File: config.mk
export PLATFORM = sky130hd
export DESIGN_NAME = bft_pi_arbiter_pipe
export DESIGN_NICKNAME = d
export VERILOG_FILES = /design/src/rtl/bft_pi_arbiter_pipe.sv
export SDC_FILE = /design/constraint.sdc
export NUM_CORES = 1
export LEC_CHECK = 0
export BUFFER_PORTS_ARGS = -buffer_cell sky130_fd_sc_hd__buf_2
export CAP_MARGIN = 10
export CORE_UTILIZATION = 54
export DETAILED_ROUTE_END_ITERATION = 8
export PLACE_DENSITY = 0.87
export SLEW_MARGIN = 15
export SYNTH_ARGS = -nofsm -noshare
export SYNTH_HDL_FRONTEND = slang
export SYNTH_SLANG_ARGS = --single-unit
File: constraint.sdc
create_clock -name clk -period 4.8 [get_ports clk]
set_input_delay 0.72 -clock clk [delete_from_list [all_inputs] [get_ports clk]]
set_output_delay 0.72 -clock clk [all_outputs]
set_load 0.01 [all_outputs]
File: src/rtl/bft_pi_arbiter_pipe.sv
// Pipelined deflection-routing arbiter for a BFT switch node (pi or t mode).
// Produces output-mux selects, per-input deflection flags and a saturating deflection count.
module bft_pi_arbiter_pipe #(
  parameter bit         IS_PI      = 1'b1,
  parameter int         PIPE_DEPTH = 5,
  parameter bit         RAND_EN    = 1'b1,
  parameter logic [7:0] LFSR_SEED  = 8'hA5,
  parameter int         DCNT_W     = 16
) (
  input  logic              clk,
  input  logic              reset,
  input  logic              ce,
  input  logic [1:0]        d_l,
  input  logic [1:0]        d_r,
  input  logic [1:0]        d_ul,
  input  logic [1:0]        d_ur,
  output logic [1:0]        sel_l,
  output logic [1:0]        sel_r,
  output logic [1:0]        sel_ul,
  output logic [1:0]        sel_ur,
  output logic [3:0]        deflect,
  output logic              rand_gen,
  input  logic              dcnt_clr,
  output logic [DCNT_W-1:0] dcnt
);

  localparam logic [1:0] D_VOID  = 2'b00;
  localparam logic [1:0] D_LEFT  = 2'b01;
  localparam logic [1:0] D_RIGHT = 2'b10;
  localparam logic [1:0] D_UP    = 2'b11;

  localparam logic [1:0] S_LEFT  = 2'b01;
  localparam logic [1:0] S_RIGHT = 2'b10;
  localparam logic [1:0] S_UPL   = 2'b11;
  localparam logic [1:0] S_UPR   = 2'b00;

  localparam logic [1:0] O_L  = 2'd0;
  localparam logic [1:0] O_R  = 2'd1;
  localparam logic [1:0] O_U1 = 2'd2;
  localparam logic [1:0] O_U2 = 2'd3;

  typedef struct packed {
    logic [3:0]      taken;
    logic [3:0]      done;
    logic [3:0][1:0] asg;
  } arb_t;

  // Preference list, o0 tried first.
  function automatic logic [7:0] ord(input logic [1:0] o0, input logic [1:0] o1,
                                     input logic [1:0] o2, input logic [1:0] o3);
    return {o3, o2, o1, o0};
  endfunction

  function automatic logic [2:0] first_free(input logic [3:0] taken, input logic [7:0] order);
    logic [2:0] res;
    res = 3'b000;
    res = taken[order[7:6]] ? res : {1'b1, order[7:6]};
    res = taken[order[5:4]] ? res : {1'b1, order[5:4]};
    res = taken[order[3:2]] ? res : {1'b1, order[3:2]};
    res = taken[order[1:0]] ? res : {1'b1, order[1:0]};
    return res;
  endfunction

  function automatic arb_t claim(input arb_t st, input logic [1:0] src,
                                 input logic [7:0] order, input logic en);
    arb_t       res;
    logic [2:0] pick;
    res  = st;
    pick = first_free(st.taken, order);
    if (en && pick[2]) begin
      res.taken[pick[1:0]] = 1'b1;
      res.done[src]        = 1'b1;
      res.asg[src]         = pick[1:0];
    end else begin
      res = st;
    end
    return res;
  endfunction

  function automatic logic [1:0] src_code(input logic [1:0] src);
    case (src)
      2'd0:    return S_LEFT;
      2'd1:    return S_RIGHT;
      2'd2:    return S_UPL;
      default: return S_UPR;
    endcase
  endfunction

  function automatic logic [1:0] dir_of(input logic [1:0] outp);
    case (outp)
      O_L:     return D_LEFT;
      O_R:     return D_RIGHT;
      default: return D_UP;
    endcase
  endfunction

  function automatic logic [2:0] popcount4(input logic [3:0] v);
    return 3'(v[0]) + 3'(v[1]) + 3'(v[2]) + 3'(v[3]);
  endfunction

  function automatic logic [7:0] lfsr_step(input logic [7:0] s);
    return {s[6:0], s[7] ^ s[5] ^ s[4] ^ s[3]};
  endfunction

  logic [7:0]        vec_s;
  logic [7:0]        arb_in_s;
  logic [1:0]        din_s [4];
  arb_t              st_s;
  logic              ul_dn_s, ur_dn_s, ul_won_s;
  logic [1:0]        ul_side_s, ur_side_s;
  logic [7:0]        ur_order_s;
  logic [1:0]        fill_s;
  logic [1:0]        sel_s [4];
  logic [3:0]        defl_s;
  logic              rg_s;
  logic              swap_s;
  logic [DCNT_W+2:0] dsum_s;

  logic [1:0]        sel_l_r, sel_r_r, sel_ul_r, sel_ur_r;
  logic [3:0]        deflect_r;
  logic              rand_gen_r;
  logic [7:0]        lfsr_r;
  logic [DCNT_W-1:0] dcnt_r;

  // A t switch never sees a packet on ur.
  assign vec_s = {d_l, d_r, d_ul, (IS_PI ? d_ur : D_VOID)};

  generate
    if (PIPE_DEPTH <= 1) begin : g_nopipe
      assign arb_in_s = vec_s;
    end else begin : g_pipe
      logic [7:0] pipe_r [PIPE_DEPTH-1];
      // Request-vector delay line, VOID after reset
      always_ff @(posedge clk) begin
        if (reset) begin
          for (int k = 0; k < PIPE_DEPTH-1; k++) pipe_r[k] <= 8'h00;
        end else if (ce) begin
          pipe_r[0] <= vec_s;
          for (int k = 1; k < PIPE_DEPTH-1; k++) pipe_r[k] <= pipe_r[k-1];
        end
      end
      assign arb_in_s = pipe_r[PIPE_DEPTH-2];
    end
  endgenerate

  // Priority arbitration: turnback, downlinks, side links, uplinks, then void fill
  always_comb begin
    din_s[0] = arb_in_s[7:6];
    din_s[1] = arb_in_s[5:4];
    din_s[2] = arb_in_s[3:2];
    din_s[3] = arb_in_s[1:0];
    st_s       = '0;
    st_s.taken = IS_PI ? 4'b0000 : 4'b1000;

    st_s = claim(st_s, 2'd0, ord(O_L,  O_L,  O_L,  O_L),  din_s[0] == D_LEFT);
    st_s = claim(st_s, 2'd1, ord(O_R,  O_R,  O_R,  O_R),  din_s[1] == D_RIGHT);
    st_s = claim(st_s, 2'd2, ord(O_U1, O_U1, O_U1, O_U1), din_s[2] == D_UP);
    st_s = claim(st_s, 2'd3, ord(O_U2, O_U2, O_U2, O_U2), din_s[3] == D_UP);

    ul_dn_s   = (din_s[2] == D_LEFT) || (din_s[2] == D_RIGHT);
    ur_dn_s   = (din_s[3] == D_LEFT) || (din_s[3] == D_RIGHT);
    ul_side_s = (din_s[2] == D_LEFT) ? O_L : O_R;
    ur_side_s = (din_s[3] == D_LEFT) ? O_L : O_R;
    st_s      = claim(st_s, 2'd2, ord(ul_side_s, O_U1, O_U1, O_U1), ul_dn_s);
    ul_won_s  = ul_dn_s && (st_s.asg[2] == ul_side_s);
    // ur loses a shared side to ul and is pushed onto the u1 port ul left free
    ur_order_s = (ul_won_s && (din_s[3] == din_s[2])) ? ord(O_U1, O_U1, O_U1, O_U1)
                                                      : ord(ur_side_s, O_U2, O_U2, O_U2);
    st_s = claim(st_s, 2'd3, ur_order_s, ur_dn_s);

    st_s = claim(st_s, 2'd0, ord(O_R,  O_L,  O_U1, O_U2), din_s[0] == D_RIGHT);
    st_s = claim(st_s, 2'd1, ord(O_L,  O_R,  O_U1, O_U2), din_s[1] == D_LEFT);
    st_s = claim(st_s, 2'd0, ord(O_U1, O_U2, O_L,  O_R),  din_s[0] == D_UP);
    st_s = claim(st_s, 2'd1, ord(O_U1, O_U2, O_R,  O_L),  din_s[1] == D_UP);

    fill_s = S_LEFT;
    for (int i = 0; i < 4; i++) begin
      fill_s = (din_s[i] == D_VOID) ? src_code(2'(i)) : fill_s;
    end
    for (int o = 0; o < 4; o++) begin
      sel_s[o] = st_s.taken[o] ? S_LEFT : fill_s;
    end

    defl_s = 4'b0000;
    rg_s   = 1'b0;
    for (int i = 0; i < 4; i++) begin
      if (st_s.done[i]) begin
        sel_s[st_s.asg[i]] = src_code(2'(i));
        defl_s[3-i]        = (dir_of(st_s.asg[i]) != din_s[i]);
        rg_s               = rg_s | st_s.asg[i][1];
      end else begin
        defl_s[3-i] = 1'b0;
      end
    end
  end

  assign swap_s = RAND_EN && IS_PI && !lfsr_r[0];
  assign dsum_s = {3'b000, dcnt_r} + {{DCNT_W{1'b0}}, popcount4(defl_s)};

  // Output register with the LFSR-controlled up-port swap
  always_ff @(posedge clk) begin
    if (reset) begin
      sel_l_r    <= S_LEFT;
      sel_r_r    <= S_LEFT;
      sel_ul_r   <= S_LEFT;
      sel_ur_r   <= S_LEFT;
      deflect_r  <= 4'b0000;
      rand_gen_r <= 1'b0;
    end else if (ce) begin
      sel_l_r    <= sel_s[O_L];
      sel_r_r    <= sel_s[O_R];
      sel_ul_r   <= swap_s ? sel_s[O_U2] : sel_s[O_U1];
      sel_ur_r   <= swap_s ? sel_s[O_U1] : sel_s[O_U2];
      deflect_r  <= defl_s;
      rand_gen_r <= rg_s;
    end
  end

  // Swap LFSR, stepped only after a result that used an up port
  always_ff @(posedge clk) begin
    if (reset) begin
      lfsr_r <= LFSR_SEED;
    end else if (ce && rand_gen_r) begin
      lfsr_r <= lfsr_step(lfsr_r);
    end
  end

  // Saturating deflection counter; clear works even while stalled
  always_ff @(posedge clk) begin
    if (reset) begin
      dcnt_r <= {DCNT_W{1'b0}};
    end else if (dcnt_clr) begin
      dcnt_r <= {DCNT_W{1'b0}};
    end else if (ce) begin
      dcnt_r <= (|dsum_s[DCNT_W+2:DCNT_W]) ? {DCNT_W{1'b1}} : dsum_s[DCNT_W-1:0];
    end
  end

  assign sel_l    = sel_l_r;
  assign sel_r    = sel_r_r;
  assign sel_ul   = sel_ul_r;
  assign sel_ur   = sel_ur_r;
  assign deflect  = deflect_r;
  assign rand_gen = rand_gen_r;
  assign dcnt     = dcnt_r;

endmodule

==> results.py, run 1 <==
metrics = {
    "worst_setup_path": {
        "cp-start-kind": "register",
        "worstSetupPathType": "register to register",
        "crit_path_max_fanout": 12,
        "cp.arrival_ns": 4.94,
        "end_kind": "register",
        "rr_worst_depth": 22,
        "worstPathRequired_ns": 5.01,
    },
    "pwr": {
        "p_int_mw": 1.05,
        "ir_worst_vdd_v": 0.000269,
        "switching_power_uw": 447,
        "p_clk_frac": 0.291,
        "finalPower_mw": 1.50,
        "combPwrFrac": 0.259,
        "p_seq_frac": 0.450,
        "switching_share": 0.298,
        "leakagePower_nw": 2.08,
        "powerDensity_mw_per_mm2": 292,
    },
    "clocking": {
        "cts_made_buffers": 9,
        "root_buffer": "clkbuf_8",
        "cts_max_level": 3,
        "clk_path_buf_depth": 2,
        "hold_buffers": 0,
        "clkLatencyLatePin_ns": 0.34,
        "clkSinkCount": 69,
        "cts_tree": "built",
        "path_clk_slew_ns": 0.07,
    },
    "yosys": {
        "yosys.area.top_type_share": 0.236,
        "yosys_warnings": 0,
        "synth-edff-count": 32,
        "ys_top_cells_by_area": "edfxtp_1 24%, dfxtp_1 18%, and2_1 5.5%, a21oi_1 4.7%, nor2_1 3.7%",
        "ys.flop_type": "dfxtp_1",
        "synth_fp_nets": 462,
        "yosys_register_bits": 69,
        "synth_seq_area_share": 0.418,
        "syn_area_mm2": 0.00407,
        "synthTopCellsByCount": "40 x nor2_1, 38 x a21oi_1, 37 x dfxtp_1",
        "syn-instance-count": 439,
        "syn_area_per_cell_um2": 9.27,
        "synth_cell_types": 82,
        "synth_most_common_cell": "nor2_1",
        "async_flop_share": 0,
        "synth_top_area_cell": "edfxtp_1",
    },
    "outcome": {
        "outcome": "complete, no violations",
    },
    "routing": {
        "wl_per_cell_um": 16.3,
        "post-route-drc-count": 0,
        "viasPerCell": 5.99,
        "first_iter_violations": 294,
        "drtAntennaViolNets": 0,
        "drtPass1Iterations": 6,
        "detail_route.wirelength_um": 10200,
        "via_count": 3758,
    },
    "final_layout": {
        "drive_above_1_share": 0.316,
        "utilization": 0.708,
        "diodes": 0,
        "area_growth_pct": 26.2,
        "final_nets": 546,
    },
    "timing": {
        "timing.final.crit_share": 0.985,
        "rsz0062_at_grt": "true",
        "setup_viol": 0,
        "final-hold-violation-count": 0,
        "skew_ns": 0.00974,
        "final.setup.tns_ns": 0,
        "worst_slack_ns": 0.0715,
        "fin_crit_ns": 4.73,
        "drv_slew": 0,
        "maxSlewHeadroom": 0.320,
        "max_freq_mhz": 211,
        "tightest_slew_ns": 1.01,
    },
    "global_route": {
        "grt_usage": 0.259,
        "grt_max_degree": 35,
        "grt_pass1_vias": 3299,
        "antenna_found_initial": 0,
        "grt_first_pass_wirelength_um": 15500,
        "grt-ovfl-total": 0,
    },
    "place": {
        "port_buffers": 40,
        "dpl.hpwl_um": 7160,
        "gp_congestion": 0.956,
        "pre_cts_slack_ns": -0.0426,
    },
    "die": {
        "dieArea_mm2": 0.00789,
        "initial_core_util": 0.561,
        "num_io_pins": 41,
        "dieHeight_um": 88.8,
        "core_area_mm2": 0.00725,
        "die_w_um": 88.8,
        "rows": 31,
    },
    "job": {
        "drv_cap": 0,
    },
    "hold_path": {
        "min_path_type": "register to register",
        "hold-path-cell-count": 2,
    },
}
final cells by class:
type | instances | area (um^2)
inverter | 15 | 56.3
tap | 99 | 124
timing repair buffer | 95 | 633
clock inverter | 3 | 18.8
multi-input combinational | 333 | 2430
clock buffer | 13 | 169
fill | 545 | 2120
sequential | 69 | 1700
critical path, stage by stage, from the launching register on:
cell and delay, ns:
edfxtp_1 0.48, inv_2 0.13, ha_4 0.22, buf_4 0.14
nand4b_1 0.09, and4_4 0.27, o211ai_1 0.20, a22oi_2 0.31
a311oi_2 0.07, buf_4 0.17, nand3_2 0.08, a31oi_4 0.10
a2bb2oi_4 0.19, fa_1 0.48, inv_1 0.05, fa_2 0.35
fa_2 0.35, and4_4 0.19, and3_4 0.18, and4_4 0.20
nand4_1 0.15, buf_12 0.15, a21oi_1 0.06
through the flow:
step           cells  hold slack [ns]  instance area [um^2]
2_1_floorplan    439            0.432                  4140
3_3_place_gp     595            0.439                  4640
3_5_place_dp     595            0.452                  4640
4_1_cts          615            0.462                  4880
5_1_grt          627            0.487                  5130
6_report         627            0.458                  5130
path summary, 6_finish.rpt:
path,start,end,slack [ns]
setup / recovery,g_pipe.pipe_r[3][2],dcnt[1],0.07
hold / removal,lfsr_r[1],lfsr_r[1],0.46
setup reg to reg,g_pipe.pipe_r[3][2],dcnt[1],0.07
hold reg to reg,lfsr_r[1],lfsr_r[1],0.46
power by group through the flow:
stage | clock network, mW | logic (mW) | registers (mW)
after CTS | 0.442 | 0.345 | 0.674
after global routing | 0.471 | 0.418 | 0.679
final | 0.436 | 0.389 | 0.675
after global placement | 0 | 0.324 | 0.685
after detailed placement | 0 | 0.331 | 0.688
after floorplan | 0 | 0.222 | 0.687
flip-flops by register name, indices dropped and copies added (netlist names):
register       cells
sel_r              2
deflect            4
rand_gen           1
sel_ul             2
sel_l              2
dcnt              16
lfsr_r             8
g_pipe.pipe_r     32
sel_ur             2
layout by cell type, fill, tap and decap left out, types with 7 or more instances in the layout:
cell type  synthesis  layout
and2_1            36      36
o21ai_0           12       9
nand2_1           30      27
buf_4              1      52
nand3_1           17      12
clkbuf_8           0      12
xnor2_1           10      10
dfxtp_1           37      37
nor2_1            40      37
and3_1             8       7
a21oi_1           38      35
inv_1             14      11
nor3_1            13      13
buf_2              4      40
edfxtp_1          32      32
repair_timing:
item / in CTS / in global routing
gates resized for setup: 4 / 38
gates cloned: 0 / 0
setup endpoints to repair: 12 / 16
pin swaps: 3 / 9
setup buffers: 4 / 12
kinds of logic after synthesis:
group | Yosys count | synth area share
xor gates and xnor gates | 17 | 0.0403
adders and majority gates | 11 | 0.0394
DFF | 69 | 0.418
AOI/OAI and AO/OA | 118 | 0.208
buffers and inverters | 37 | 0.0403
muxes | 5 | 0.0126
and+or+nand+nor | 182 | 0.241
routing by layer:
metal,part of all wire,track usage
met3,0.067,0.0644
met5,0,0
met1,0.42,0.327
met4,0.025,0.103
met2,0.49,0.429
Power figures use the tool's default switching activity.
==> inputs of run 2 (changes only) <==
REMOVE_ABC_BUFFERS = 1   (was unset)
==> run 2 against run 1 <==
  * Final area is 3.2% higher
  * The flow now finishes with violations (negative setup slack)
  * Final cell count is 4.5% higher
  * Worst hold slack hardly changed
  * Critical endpoint unchanged
  * First-iteration DRC count is 20% higher
  * Global-route usage is 2.4 points higher
  * Flip-flop and latch count stayed put
  * Utilization is 2.3 points higher
  * Routed wire length is 15% higher
  * Die area stayed put
  * Largest cell class unchanged
  * Count of clock-buffer cells in the layout is 3 lower
  * Largest power group unchanged
  * Highest routed layer unchanged
  * Register-to-register slack worse by 0.27 ns
==> results.py, run 2 (same netlist as run 1, synthesis figures left out) <==
metrics = {
    "final_layout": {
        "area_growth_pct": 30.3,
        "final_area_mm2": 0.00530,
        "utilization": 0.731,
        "fin_cells": 655,
        "diodes": 0,
        "final_common_cell": "buf_4",
        "final_cell_mix": "77 x buf_4, 40 x buf_2, 38 x nor2_1",
        "top_register": "g_pipe.pipe_r",
        "largest_reg_flops": 32,
        "final_nets": 574,
        "drive_above_1_share": 0.342,
    },
    "worst_setup_path": {
        "r2r_start": "g_pipe.pipe_r[3][2]",
        "worstPathRequired_ns": 5.06,
        "critPathTopFamily": "simple AND/OR/NAND/NOR gates",
        "path_buf_inv": 5,
        "worstSetupPathType": "register to register",
        "crit_path_end": "dcnt[1]",
        "rr_worst_depth": 21,
        "cp_cell_sequence": "ha_2 -> buf_6 -> or3b_4 -> nand2_4 -> o211ai_1 -> a311o_1 -> or2_4 -> buf_6 -> o211ai_1 -> buf_4 -> a2bb2oi_4 -> fa_1 -> inv_2 -> fa_2 -> fa_2 -> and4_4 -> and3_4 -> and4_4 -> nand4_1 -> buf_12 -> a21oi_1",
        "crit_path_max_fanout": 8,
        "worst-path-stages": 21,
        "slowest_delay_ns": 0.46,
        "reg2reg_to": "dcnt[1]",
        "critPathSlowestCell": "edfxtp_1",
        "cp.arrival_ns": 5.26,
        "cp-start-kind": "register",
        "reg2reg_slack_ns": -0.20,
        "crit_start": "g_pipe.pipe_r[3][2]",
        "end_kind": "register",
    },
    "global_route": {
        "grt_first_pass_wirelength_um": 16900,
        "antenna_found_initial": 0,
        "grt_pass1_vias": 3586,
        "grt_usage": 0.284,
        "grt-ovfl-total": 0,
        "grt_max_degree": 36,
    },
    "place": {
        "dpl.hpwl_um": 7600,
        "placed_area_mm2": 0.00479,
        "place_inst": 621,
        "gp_congestion": 0.942,
        "port_buffers": 40,
    },
    "die": {
        "initial_core_util": 0.561,
        "dieHeight_um": 88.8,
        "core_area_mm2": 0.00725,
        "num_io_pins": 41,
        "dieArea_mm2": 0.00789,
        "rows": 31,
        "die_w_um": 88.8,
    },
    "timing": {
        "skew_ns": 0.0111,
        "drv_slew": 0,
        "timing.final.crit_share": 1.04,
        "setup_viol": 12,
        "fin_crit_ns": 5.00,
        "rsz0062_at_grt": "true",
        "worst_hold_slack_ns": 0.459,
        "tightest_slew_ns": 1.09,
        "final-hold-violation-count": 0,
        "maxSlewHeadroom": 0.266,
        "final.setup.tns_ns": -1.64,
        "worst_slack_ns": -0.201,
        "max_freq_mhz": 200,
    },
    "clocking": {
        "clkSinkCount": 69,
        "cts_tree": "built",
        "clkLatencyLatePin_ns": 0.36,
        "root_buffer": "clkbuf_8",
        "hold_buffers": 0,
        "clk_path_buf_depth": 2,
        "cts_max_level": 3,
        "cts_made_buffers": 9,
        "path_clk_slew_ns": 0.08,
    },
    "hold_path": {
        "min_path_type": "register to register",
        "hold-path-cell-count": 2,
        "holdCritStartpoint": "lfsr_r[6]",
    },
    "outcome": {
        "violations": "negative setup slack",
        "outcome": "finished with violations",
    },
    "pwr": {
        "p_int_mw": 1.03,
        "powerDensity_mw_per_mm2": 285,
        "ir_worst_vdd_v": 0.000375,
        "p_seq_frac": 0.446,
        "switching_share": 0.319,
        "leakagePower_nw": 2.22,
        "switching_power_uw": 482,
        "combPwrFrac": 0.276,
        "p_clk_frac": 0.278,
    },
    "routing": {
        "drtPass1Iterations": 6,
        "viasPerCell": 5.99,
        "post-route-drc-count": 0,
        "first_iter_violations": 354,
        "detail_route.wirelength_um": 11800,
        "drtAntennaViolNets": 0,
        "via_count": 3921,
        "wl_per_cell_um": 18.0,
    },
    "job": {
        "drv_cap": 0,
    },
}
==> run 2: changes by cell type in the layout (fill, tap and decap cells not counted), moves of 2 or more <==
| cell | before | now |
|---|---|---|
| buf_4 | 52 | 77 |
| o21ai_2 | 4 | 2 |
| buf_6 | 2 | 4 |
| clkbuf_8 | 12 | 9 |
| nand3_1 | 12 | 14 |
| nand3_2 | 5 | 3 |
==> run 2: worst min-delay path by stage <==
stage,end,slack [ns]
after detailed placement,lfsr_r[6],0.45
after global placement,lfsr_r[6],0.44
after floorplan,lfsr_r[1],0.43
after CTS,lfsr_r[6],0.46
final,lfsr_r[6],0.46
after global routing,lfsr_r[1],0.48
==> run 2: per-stage QoR <==
stage / worst slack [ns] / power (mW)
6_report: -0.201 / 1.51
5_1_grt: -0.317 / 1.57
4_1_cts: 0.0305 / 1.46
3_5_place_dp: -0.232 / 1.04
3_3_place_gp: -0.0230 / 1.03
2_1_floorplan: -0.196 / 0.887
==> run 2: repair_timing <==
action | 4_1_cts | 5_1_grt
gates cloned | 0 | 1
pin swaps | 10 | 7
resized for setup | 18 | 28
setup endpoints to repair | 16 | 16
buffers inserted | 5 | 12
==> run 2: final cells by class <==
| type | count | area, um^2 |
|---|---|---|
| Clock buffer | 10 | 128 |
| Inverter | 15 | 56.3 |
| Multi-Input combinational cell | 333 | 2380 |
| Sequential cell | 69 | 1700 |
| Fill cell | 503 | 1950 |
| Clock inverter | 6 | 38.8 |
| Timing Repair Buffer | 123 | 868 |
| Tap cell | 99 | 124 |
==> run 2: layer usage <==
| layer | part of all wire | vias to the layer above | wire [um] | track usage |
|---|---|---|---|---|
| met5 | 0 | - | 0 | 0 |
| met4 | 0.029 | 0 | 345 | 0.132 |
| met3 | 0.056 | 35 | 654 | 0.0578 |
| met2 | 0.52 | 172 | 6100 | 0.481 |
| met1 | 0.40 | 1883 | 4680 | 0.347 |
| li1 | - | 1831 | - | - |
==> run 2: worst reg2reg max path: cells and delay by family, from the launching register on <==
kind / cells / cell delay [ns]
DFF: 1 / 0.46
adders and majority gates: 4 / 1.10
AOI/OAI and AO/OA: 5 / 0.91
and+or+nand+nor: 7 / 1.70
buffers and inverters: 5 / 0.75
==> run 2: power by group through the flow <==
stage	Sequential (mW)	Clock, mW	Combinational [mW]
after floorplan	0.689	0	0.198
after global placement	0.682	0	0.346
after detailed placement	0.685	0	0.355
after CTS	0.672	0.416	0.373
after global routing	0.677	0.445	0.444
final	0.674	0.420	0.418
